--- src/rtl/power_sequencer.sv ---
// Blade power sequencer: accepts setting requests, ramps the datapath's
// powerSetting one step at a time, recharges while off, and locks out
// into charge-only mode when the reservoir runs dry.
//
// state    | meaning
// ---------+--------------------------------------------------------
// OFF      | blade dark, charging until the reservoir is full
// IGNITE   | ramping the setting up toward target
// ON       | holding target, accepting new requests
// RETRACT  | ramping the setting down toward target (0 = turning off)
// LOCKOUT  | reservoir emptied, charge-only until RESUME_LVL reached
module power_sequencer #(
  parameter int unsigned MAX_LVL    = 179,
  parameter int unsigned LOW_LVL    = 20,
  parameter int unsigned RESUME_LVL = 40,
  parameter int unsigned RAMP_CYC   = 4
) (
  input  logic       clk,
  input  logic       rst,
  input  logic       req_valid,
  input  logic [1:0] req_setting,
  output logic       req_ready,
  input  logic [7:0] level,
  output logic [1:0] power_setting,
  output logic       power_mode,
  output logic       active,
  output logic       low_warn,
  output logic       lockout,
  output logic       req_rej,
  output logic [2:0] state
);

  localparam int CW = $clog2(RAMP_CYC) + 1;
  localparam logic [CW-1:0] CNT_LAST = CW'(RAMP_CYC - 1);
  localparam logic [7:0] MAX_L    = 8'(MAX_LVL);
  localparam logic [7:0] LOW_L    = 8'(LOW_LVL);
  localparam logic [7:0] RESUME_L = 8'(RESUME_LVL);

  typedef enum logic [2:0] {
    S_OFF     = 3'd0,
    S_IGNITE  = 3'd1,
    S_ON      = 3'd2,
    S_RETRACT = 3'd3,
    S_LOCKOUT = 3'd4
  } state_t;

  state_t        curState, nState;
  logic [1:0]    cur, nCur;
  logic [1:0]    target, nTarget;
  logic [CW-1:0] cnt, nCnt;
  logic          nRej;
  logic [1:0]    nSet;
  logic          nMode;
  logic          nDrainState;
  logic          reqAccept;

  assign state     = curState;
  assign req_ready = (curState == S_OFF) || ((curState == S_ON) && (level != 8'd0));
  assign reqAccept = req_valid && req_ready;

  // Next-state, ramp bookkeeping and the output values for the state being entered
  always_comb begin
    nState  = curState;
    nCur    = cur;
    nTarget = target;
    nCnt    = cnt;
    nRej    = 1'b0;
    case (curState)
      S_OFF: begin
        if (reqAccept && (req_setting != 2'd0)) begin
          if (level > LOW_L) begin
            nState  = S_IGNITE;
            nCur    = 2'd1;
            nTarget = req_setting;
            nCnt    = '0;
          end else begin
            nRej = 1'b1;
          end
        end
      end
      S_IGNITE: begin
        if (level == 8'd0) begin
          nState = S_LOCKOUT;
        end else if (cnt == CNT_LAST) begin
          nCnt = '0;
          if (cur == target) nState = S_ON;
          else               nCur   = cur + 2'd1;
        end else begin
          nCnt = cnt + CW'(1);
        end
      end
      S_ON: begin
        if (level == 8'd0) begin
          nState = S_LOCKOUT;
        end else if (reqAccept && (req_setting > target)) begin
          nState  = S_IGNITE;
          nCur    = target + 2'd1;
          nTarget = req_setting;
          nCnt    = '0;
        end else if (reqAccept && (req_setting < target)) begin
          nState  = S_RETRACT;
          nCur    = target - 2'd1;
          nTarget = req_setting;
          nCnt    = '0;
        end
      end
      S_RETRACT: begin
        if (level == 8'd0) begin
          nState = S_LOCKOUT;
        end else if (cnt == CNT_LAST) begin
          nCnt = '0;
          if (cur == target) nState = (target == 2'd0) ? S_OFF : S_ON;
          else               nCur   = cur - 2'd1;
        end else begin
          nCnt = cnt + CW'(1);
        end
      end
      S_LOCKOUT: begin
        if (level >= RESUME_L) nState = S_OFF;
      end
      default: nState = S_OFF;
    endcase

    // Emptying the reservoir discards any ramp in progress
    if (nState == S_LOCKOUT) begin
      nCur    = 2'd0;
      nTarget = 2'd0;
      nCnt    = '0;
    end

    nSet  = 2'd0;
    nMode = 1'b0;
    case (nState)
      S_OFF:              nSet = (level < MAX_L) ? 2'd1 : 2'd0;
      S_IGNITE, S_RETRACT: begin nSet = nCur;    nMode = 1'b1; end
      S_ON:               begin nSet = nTarget; nMode = 1'b1; end
      S_LOCKOUT:          nSet = 2'd1;
      default:            nSet = 2'd0;
    endcase
    nDrainState = (nState == S_IGNITE) || (nState == S_ON) || (nState == S_RETRACT);
  end

  // State and registered outputs; reset drops everything to a dark, idle OFF
  always_ff @(posedge clk or negedge rst) begin
    if (!rst) begin
      curState      <= S_OFF;
      cur           <= 2'd0;
      target        <= 2'd0;
      cnt           <= '0;
      power_setting <= 2'd0;
      power_mode    <= 1'b0;
      active        <= 1'b0;
      low_warn      <= 1'b0;
      lockout       <= 1'b0;
      req_rej       <= 1'b0;
    end else begin
      curState      <= nState;
      cur           <= nCur;
      target        <= nTarget;
      cnt           <= nCnt;
      power_setting <= nSet;
      power_mode    <= nMode;
      active        <= (nSet != 2'd0) && nMode;
      low_warn      <= nDrainState && (level <= LOW_L);
      lockout       <= (nState == S_LOCKOUT);
      req_rej       <= nRej;
    end
  end

endmodule

--- config.mk ---
export PLATFORM = sky130hd
export DESIGN_NAME = power_sequencer
export DESIGN_NICKNAME = d
export VERILOG_FILES = /design/src/rtl/power_sequencer.sv
export SDC_FILE = /design/constraint.sdc
export NUM_CORES = 1
export LEC_CHECK = 0
export CAP_MARGIN = 40
export CORE_ASPECT_RATIO = 0.8
export CORE_UTILIZATION = 52
export DETAILED_ROUTE_END_ITERATION = 12
export PLACE_DENSITY = 0.83
export SETUP_SLACK_MARGIN = 0.05
export SYNTH_ARGS = -nofsm -noshare
export SYNTH_HDL_FRONTEND = slang
export SYNTH_SLANG_ARGS = --single-unit
--- constraint.sdc ---
create_clock -name clk -period 2.55 [get_ports clk]
set_clock_uncertainty 0.05 [all_clocks]
set_input_delay 0.3825 -clock clk [delete_from_list [all_inputs] [get_ports clk]]
set_output_delay 0.3825 -clock clk [all_outputs]
set_load 0.1 [all_outputs]
==> results.yml, run 1 <==
die:
  die_area_mm2: 0.00268
  coreArea_mm2: 0.00225
  die_x_um: 57.6
  core.rowCount: 15
  num_io_pins: 24
  die_h_um: 46.5
  initial_core_util_pct: 57.2
worst_setup_path:
  arrival_ps: 2520
  critical-path-top-delay-family: "simple AND/OR/NAND/NOR gates"
  startpoint: "req_setting[0]"
  critPathRequiredTime_ps: 2690
  worstSetupEndpointType: "flip-flop"
  cp.buffers_inverters: 2
  crit_path_start_kind: "input port"
  slowest_stage: "clkdlybuf4s50_1"
  rrSetupSlack_ps: 280
  crit_fanout: 5
  worstSetupPathType: "in2reg"
  crit_chain: "clkdlybuf4s50_1 > inv_1 > ha_1 > and2b_2 > o21bai_2 > nand3b_1 > mux2i_1 > a211oi_2 > nand2b_1 > o22a_2"
  slowest_delay_ps: 490
  r2r-start: "target[1]$_DFF_PN0_"
synthesis:
  synth_top_area_cell: "dfrtp_1"
  syn_inst: 133
  ys_warn_count: 0
  seq_area_frac_synth_pct: 33.0
  synthArstFlopShare_pct: 100
  yosys-top-cells-area: "dfrtp_1 33%, mux2i_1 4.7%, ha_1 3.9%"
  synth_ff_type: "dfrtp_1"
  yosysMostFrequentCell: "dfrtp_1"
  synth.avg_cell_area_um2: 9.68
  ys_types: 48
  synth_area_mm2: 0.00129
  synth_nets: 150
  synth_edf_count: 0
  ys_ff_latch: 17
  synth_top_area_share_pct: 33.0
  synth_commonest_cells: "17 x dfrtp_1, 12 x nor2_1, 9 x nand2_1, 8 x o21ai_0, 7 x a21oi_1"
clocking:
  clk_latency_ps: 290
  clk_pin_slew_ps: 100
  cts_num_sinks: 17
  post-cts-setup-buffers: 0
  cts_root_buffer: "clkbuf_4"
  cts_tree: "built"
  h-tree-depth: 1
  cts_buffers: 3
  holdBufCountCts: 0
  cts_resized: 0
  clock_path_buffers: 2
pwr:
  power.leakage_nw: 0.754
  power.total_mw: 1.90
  power_density_mw_per_mm2: 1130
  ir_drop_uv: 733
sta:
  slew_violations: 0
  worstMarginPinSlew_ps: 763
  period_share_pct: 93.4
  rsz0062_at_grt: "false"
  hold_viol: 0
  finalSetupViolCount: 0
  min_period_ps: 2380
  fmax_mhz: 420
  slew_headroom_pct: 49.0
finish:
  diodes: 0
  utilization_pct: 74.4
  area_delta_synth_final_pct: 30.1
  nFillCells: 171
  final_net_count: 192
  drive_above_1_share_pct: 36.2
place:
  place.gp.congestion: 0.873
  hpwl_um: 2620
  io_buffers: 23
global_routing:
  grt_pass1_wl_um: 5550
  first_global_vias: 1209
  grt_usage_pct: 28.4
  grt_max_degree: 18
  grt_overflow: 0
  antenna_found_initial: 0
route:
  num_vias: 1206
  wirelength_um: 3340
  route.detailed.drc: 2
  wl_per_cell_um: 16.8
  drtAntennaViolNets: 0
  via_per_inst: 6.06
  drt_iter0_drc: 59
  firstDrtPassIters: 8
outcome:
  outcome: "finished with violations"
  violations: "design-rule violations"
hold_path:
  min_path_type: "in2async"
job:
  cap_violations: 0
[layout make-up]
| type | instances | area [µm²] | share of cell area (%) |
|---|---|---|---|
| Clock buffer | 3 | 22.5 | 1.34 |
| Multi-Input combinational cell | 107 | 823 | 49.1 |
| Clock inverter | 1 | 5.00 | 0.299 |
| Inverter | 6 | 22.5 | 1.34 |
| Sequential cell | 17 | 428 | 25.5 |
| Timing Repair Buffer | 40 | 343 | 20.5 |
| Tap cell | 25 | 31.3 | 1.87 |
[kinds of logic (layout without fill, tap and decap cells)]
| logic type | count (synthesis) | in the layout | synth area share, % |
|---|---|---|---|
| xor+xnor | 2 | 2 | 1.94 |
| compound gates | 36 | 36 | 23.0 |
| simple gates | 58 | 58 | 27.6 |
| mux | 7 | 7 | 5.54 |
| fa+ha+maj | 4 | 4 | 3.89 |
| buf+inv | 9 | 50 | 4.96 |
| flops | 17 | 17 | 33.0 |
[worst paths after layout]
| kind | to | depth (start not counted) |
|---|---|---|
| min | lockout$_DFF_PN0_ | 1 |
| max | active$_DFF_PN0_ | 10 |
| max in group asynchronous | state[0]$_DFF_PN0_ | 1 |
| max reg2reg | active$_DFF_PN0_ | 9 |
| min reg2reg | cnt[1]$_DFFE_PN0P_ | 2 |
| min in group clk | cnt[1]$_DFFE_PN0P_ | 2 |
[sequential cells by signal, indices dropped and copies added (netlist names)]
signal,flops
active,1
cnt,3
cur,2
lockout,1
low_warn,1
power_mode,1
power_setting,2
req_rej,1
state,3
target,2
[through the flow]
step | setup TNS, ps | hold slack [ps] | cell area [µm²] | setup slack, ps | std cells
2_1_floorplan | 0 | 36.9 | 1290 | 4.81 | 133
3_3_place_gp | -34.4 | 469 | 1630 | -34.4 | 195
3_5_place_dp | -376 | 476 | 1630 | -199 | 195
4_1_cts | 0 | 494 | 1650 | 97.3 | 199
5_1_grt | 0 | 534 | 1680 | 74.4 | 199
6_report | 0 | 478 | 1680 | 168 | 199
[worst register-to-register path: stages, from the launching register on]
cell and delay, ps:
dfrtp_1 420, inv_1 90, ha_1 300, nand2_1 90, o21bai_2 260, nand3b_1 210, mux2i_1 250, a211oi_2 120
nand2b_1 170, o22a_2 200
[cell usage in the layout, fill, tap and decap left out, types with 3 or more instances in the layout]
cell type        instances
nand2b_1                 5
inv_1                    6
a21oi_1                  6
nor2_1                  12
nand2_1                  9
buf_4                   27
o21ai_0                  8
nor3_1                   4
clkbuf_4                 3
dfrtp_1                 15
clkdlybuf4s50_1         12
ha_1                     4
a211oi_2                 3
nor2b_1                  5
mux2i_1                  6
[routing by layer]
metal	wire length, µm	vias up	GRT usage (%)
met5	0	-	0
met4	69	0	8.29
met3	276	16	8.99
met2	1620	56	49.8
met1	1380	567	34.1
li1	-	567	-
[power by group]
group          internal (mW)  switching [mW]
clock network         0.0584          0.0838
registers              0.365           0.117
logic                  0.470           0.803
total                  0.894            1.00
No activity file was read; power rests on OpenSTA's default activity.
==> inputs of run 2 (changes only) <==
--- a/config.mk
+++ b/config.mk
@@ -9,6 +9,7 @@
 export CORE_ASPECT_RATIO = 0.8
 export CORE_UTILIZATION = 52
 export DETAILED_ROUTE_END_ITERATION = 12
+export HOLD_SLACK_MARGIN = 0.08
 export PLACE_DENSITY = 0.83
 export SETUP_SLACK_MARGIN = 0.05
 export SYNTH_ARGS = -nofsm -noshare
==> results of run 2 <==
The final DEF is identical to that of run 1; final timing and power are the same.
==> inputs of run 3 (changes only) <==
--- a/config.mk
+++ b/config.mk
@@ -5,7 +5,7 @@
 export SDC_FILE = /design/constraint.sdc
 export NUM_CORES = 1
 export LEC_CHECK = 0
-export CAP_MARGIN = 40
+export CAP_MARGIN = 20
 export CORE_ASPECT_RATIO = 0.8
 export CORE_UTILIZATION = 52
 export DETAILED_ROUTE_END_ITERATION = 12
==> constraint.sdc (replaced) <==
create_clock -name clk -period 2.55 [get_ports clk]
set_clock_uncertainty 0.05 [all_clocks]
set_input_delay 0.51 -clock clk [delete_from_list [all_inputs] [get_ports clk]]
set_output_delay 0.51 -clock clk [all_outputs]
set_load 0.1 [all_outputs]
==> run 3 against run 2 <==
Net effect: the run still ends with design-rule violations left; via count grew 2.7%; sequential share of layout area is 1.4 points lower; utilization increased by 4.3 points; routed wire length grew 4.1%; critical path depth stayed put; combinational power up 6%; total power is 4.0% higher; first-iteration DRC count increased by 34%.
==> results.yml, run 3 (synthesis results as in run 1) <==
job:
  cap_violations: 0
global_routing:
  first_global_vias: 1222
  grt_max_degree: 18
  grt_overflow: 0
  grt_pass1_wl_um: 5710
  antenna_found_initial: 0
  grt_usage_pct: 29.2
sta:
  rsz0062_at_grt: "false"
  fmax_mhz: 411
  fin_ws_ps: 119
  timing.hold.ws_ps: 519
  slew_violations: 0
  slew_headroom_pct: 49.8
  hold_viol: 0
  period_share_pct: 95.3
  min_period_ps: 2430
  tns_ps: 0
  finalSetupViolCount: 0
  worstMarginPinSlew_ps: 750
place:
  place.gp.congestion: 0.898
  dpl.cell_count: 206
  io_buffers: 23
  dp_slack_ps: -331
  placed_area_mm2: 0.00172
  hpwl_um: 2750
worst_setup_path:
  crit_chain: "clkdlybuf4s50_1 > o21ai_1 > buf_4 > nor4_1 > o21ai_0 > nand3b_1 > mux2i_1 > buf_4 > nand2b_1 > mux2i_1"
  critPathRequiredTime_ps: 2670
  rrSetupSlack_ps: 360
  crit_fanout: 3
  slowest_stage: "clkdlybuf4s50_1"
  slowest_delay_ps: 530
  crit_path_start_kind: "input port"
  worstSetupPathType: "in2reg"
  critical-path-top-delay-family: "buffers and inverters"
  arrival_ps: 2550
  cp.buffers_inverters: 3
  worstSetupEndpointType: "flip-flop"
finish:
  finalInstanceArea_mm2: 0.00177
  area_delta_synth_final_pct: 37.6
  drive_above_1_share_pct: 39.8
  fin_cells: 211
  mostFrequentLayoutCells: "39 x buf_4, 15 x dfrtp_1, 12 x nor2_1, 9 x nand2_1"
  final_net_count: 204
  diodes: 0
  utilization_pct: 78.7
  final_common_cell: "buf_4"
route:
  wirelength_um: 3470
  num_vias: 1239
  drtAntennaViolNets: 0
  wl_per_cell_um: 16.5
  drt_iter0_drc: 79
  route.detailed.drc: 3
  via_per_inst: 5.87
  firstDrtPassIters: 8
die:
  die_h_um: 46.5
  num_io_pins: 24
  die_area_mm2: 0.00268
  coreArea_mm2: 0.00225
  die_x_um: 57.6
  core.rowCount: 15
  initial_core_util_pct: 57.2
clocking:
  clk_latency_ps: 290
  clock_path_buffers: 2
  cts_tree: "built"
  cts_num_sinks: 17
  h-tree-depth: 1
  cts_buffers: 3
  clk_pin_slew_ps: 100
  cts_root_buffer: "clkbuf_4"
  holdBufCountCts: 0
outcome:
  outcome: "finished with violations"
  violations: "design-rule violations"
pwr:
  power.leakage_nw: 0.830
  power_density_mw_per_mm2: 1110
  ir_drop_uv: 982
  power.total_mw: 1.97
hold_path:
  min_path_type: "reg2reg"
[run 3: report_power, final]
group	switching, mW	leakage [nW]	internal, mW
Combinational	0.824	0.606	0.518
Sequential	0.121	0.206	0.365
Clock	0.0868	0.0177	0.0584
Total	1.03	0.830	0.942
[run 3: per-layer routing]
layer / track usage, % / vias up / wire length (µm)
li1: - / 594 / -
met1: 36.3 / 573 / 1450
met2: 53.7 / 66 / 1700
met3: 6.74 / 6 / 291
met4: 3.41 / 0 / 31
met5: 0 / - / 0
[run 3: final timing paths]
kind	depth (start not counted)	endpoint	from
setup / recovery	10	power_setting[1]$_DFF_PN0_	req_valid
hold / removal	1	cnt[2]$_DFFE_PN0P_	cnt[2]$_DFFE_PN0P_
setup reg to reg	9	active$_DFF_PN0_	target[1]$_DFF_PN0_
hold reg to reg	1	cnt[2]$_DFFE_PN0P_	cnt[2]$_DFFE_PN0P_
max in group asynchronous	1	state[0]$_DFF_PN0_	rst
min in group asynchronous	1	lockout$_DFF_PN0_	rst
[run 3: timing repair]
| action | 4_1_cts | 5_1_grt |
|---|---|---|
| endpoints found under the hold margin | 0 | 0 |
| setup endpoints to repair | 2 | 3 |
| gates resized for setup | 5 | 6 |
| setup buffers | 1 | 0 |
| pin swaps | 2 | 2 |
[run 3: final cells by class]
class / instances / area [µm²]
multi-input cells: 107 / 832
clock inverters: 1 / 5.00
repair buffers: 52 / 430
well taps: 25 / 31.3
flip-flops and latches: 17 / 428
clock buffers: 3 / 22.5
fillers: 133 / 480
inverters: 6 / 22.5
[run 3: worst reg2reg max path, cell delays in order, from the launching register on]
cell and delay (ps):
dfrtp_1 440, inv_1 110, ha_1 170, and2b_2 240, o21bai_4 180, a21oi_1 110
o311ai_2 310, and2_2 200, a21boi_1 60, o22a_2 220
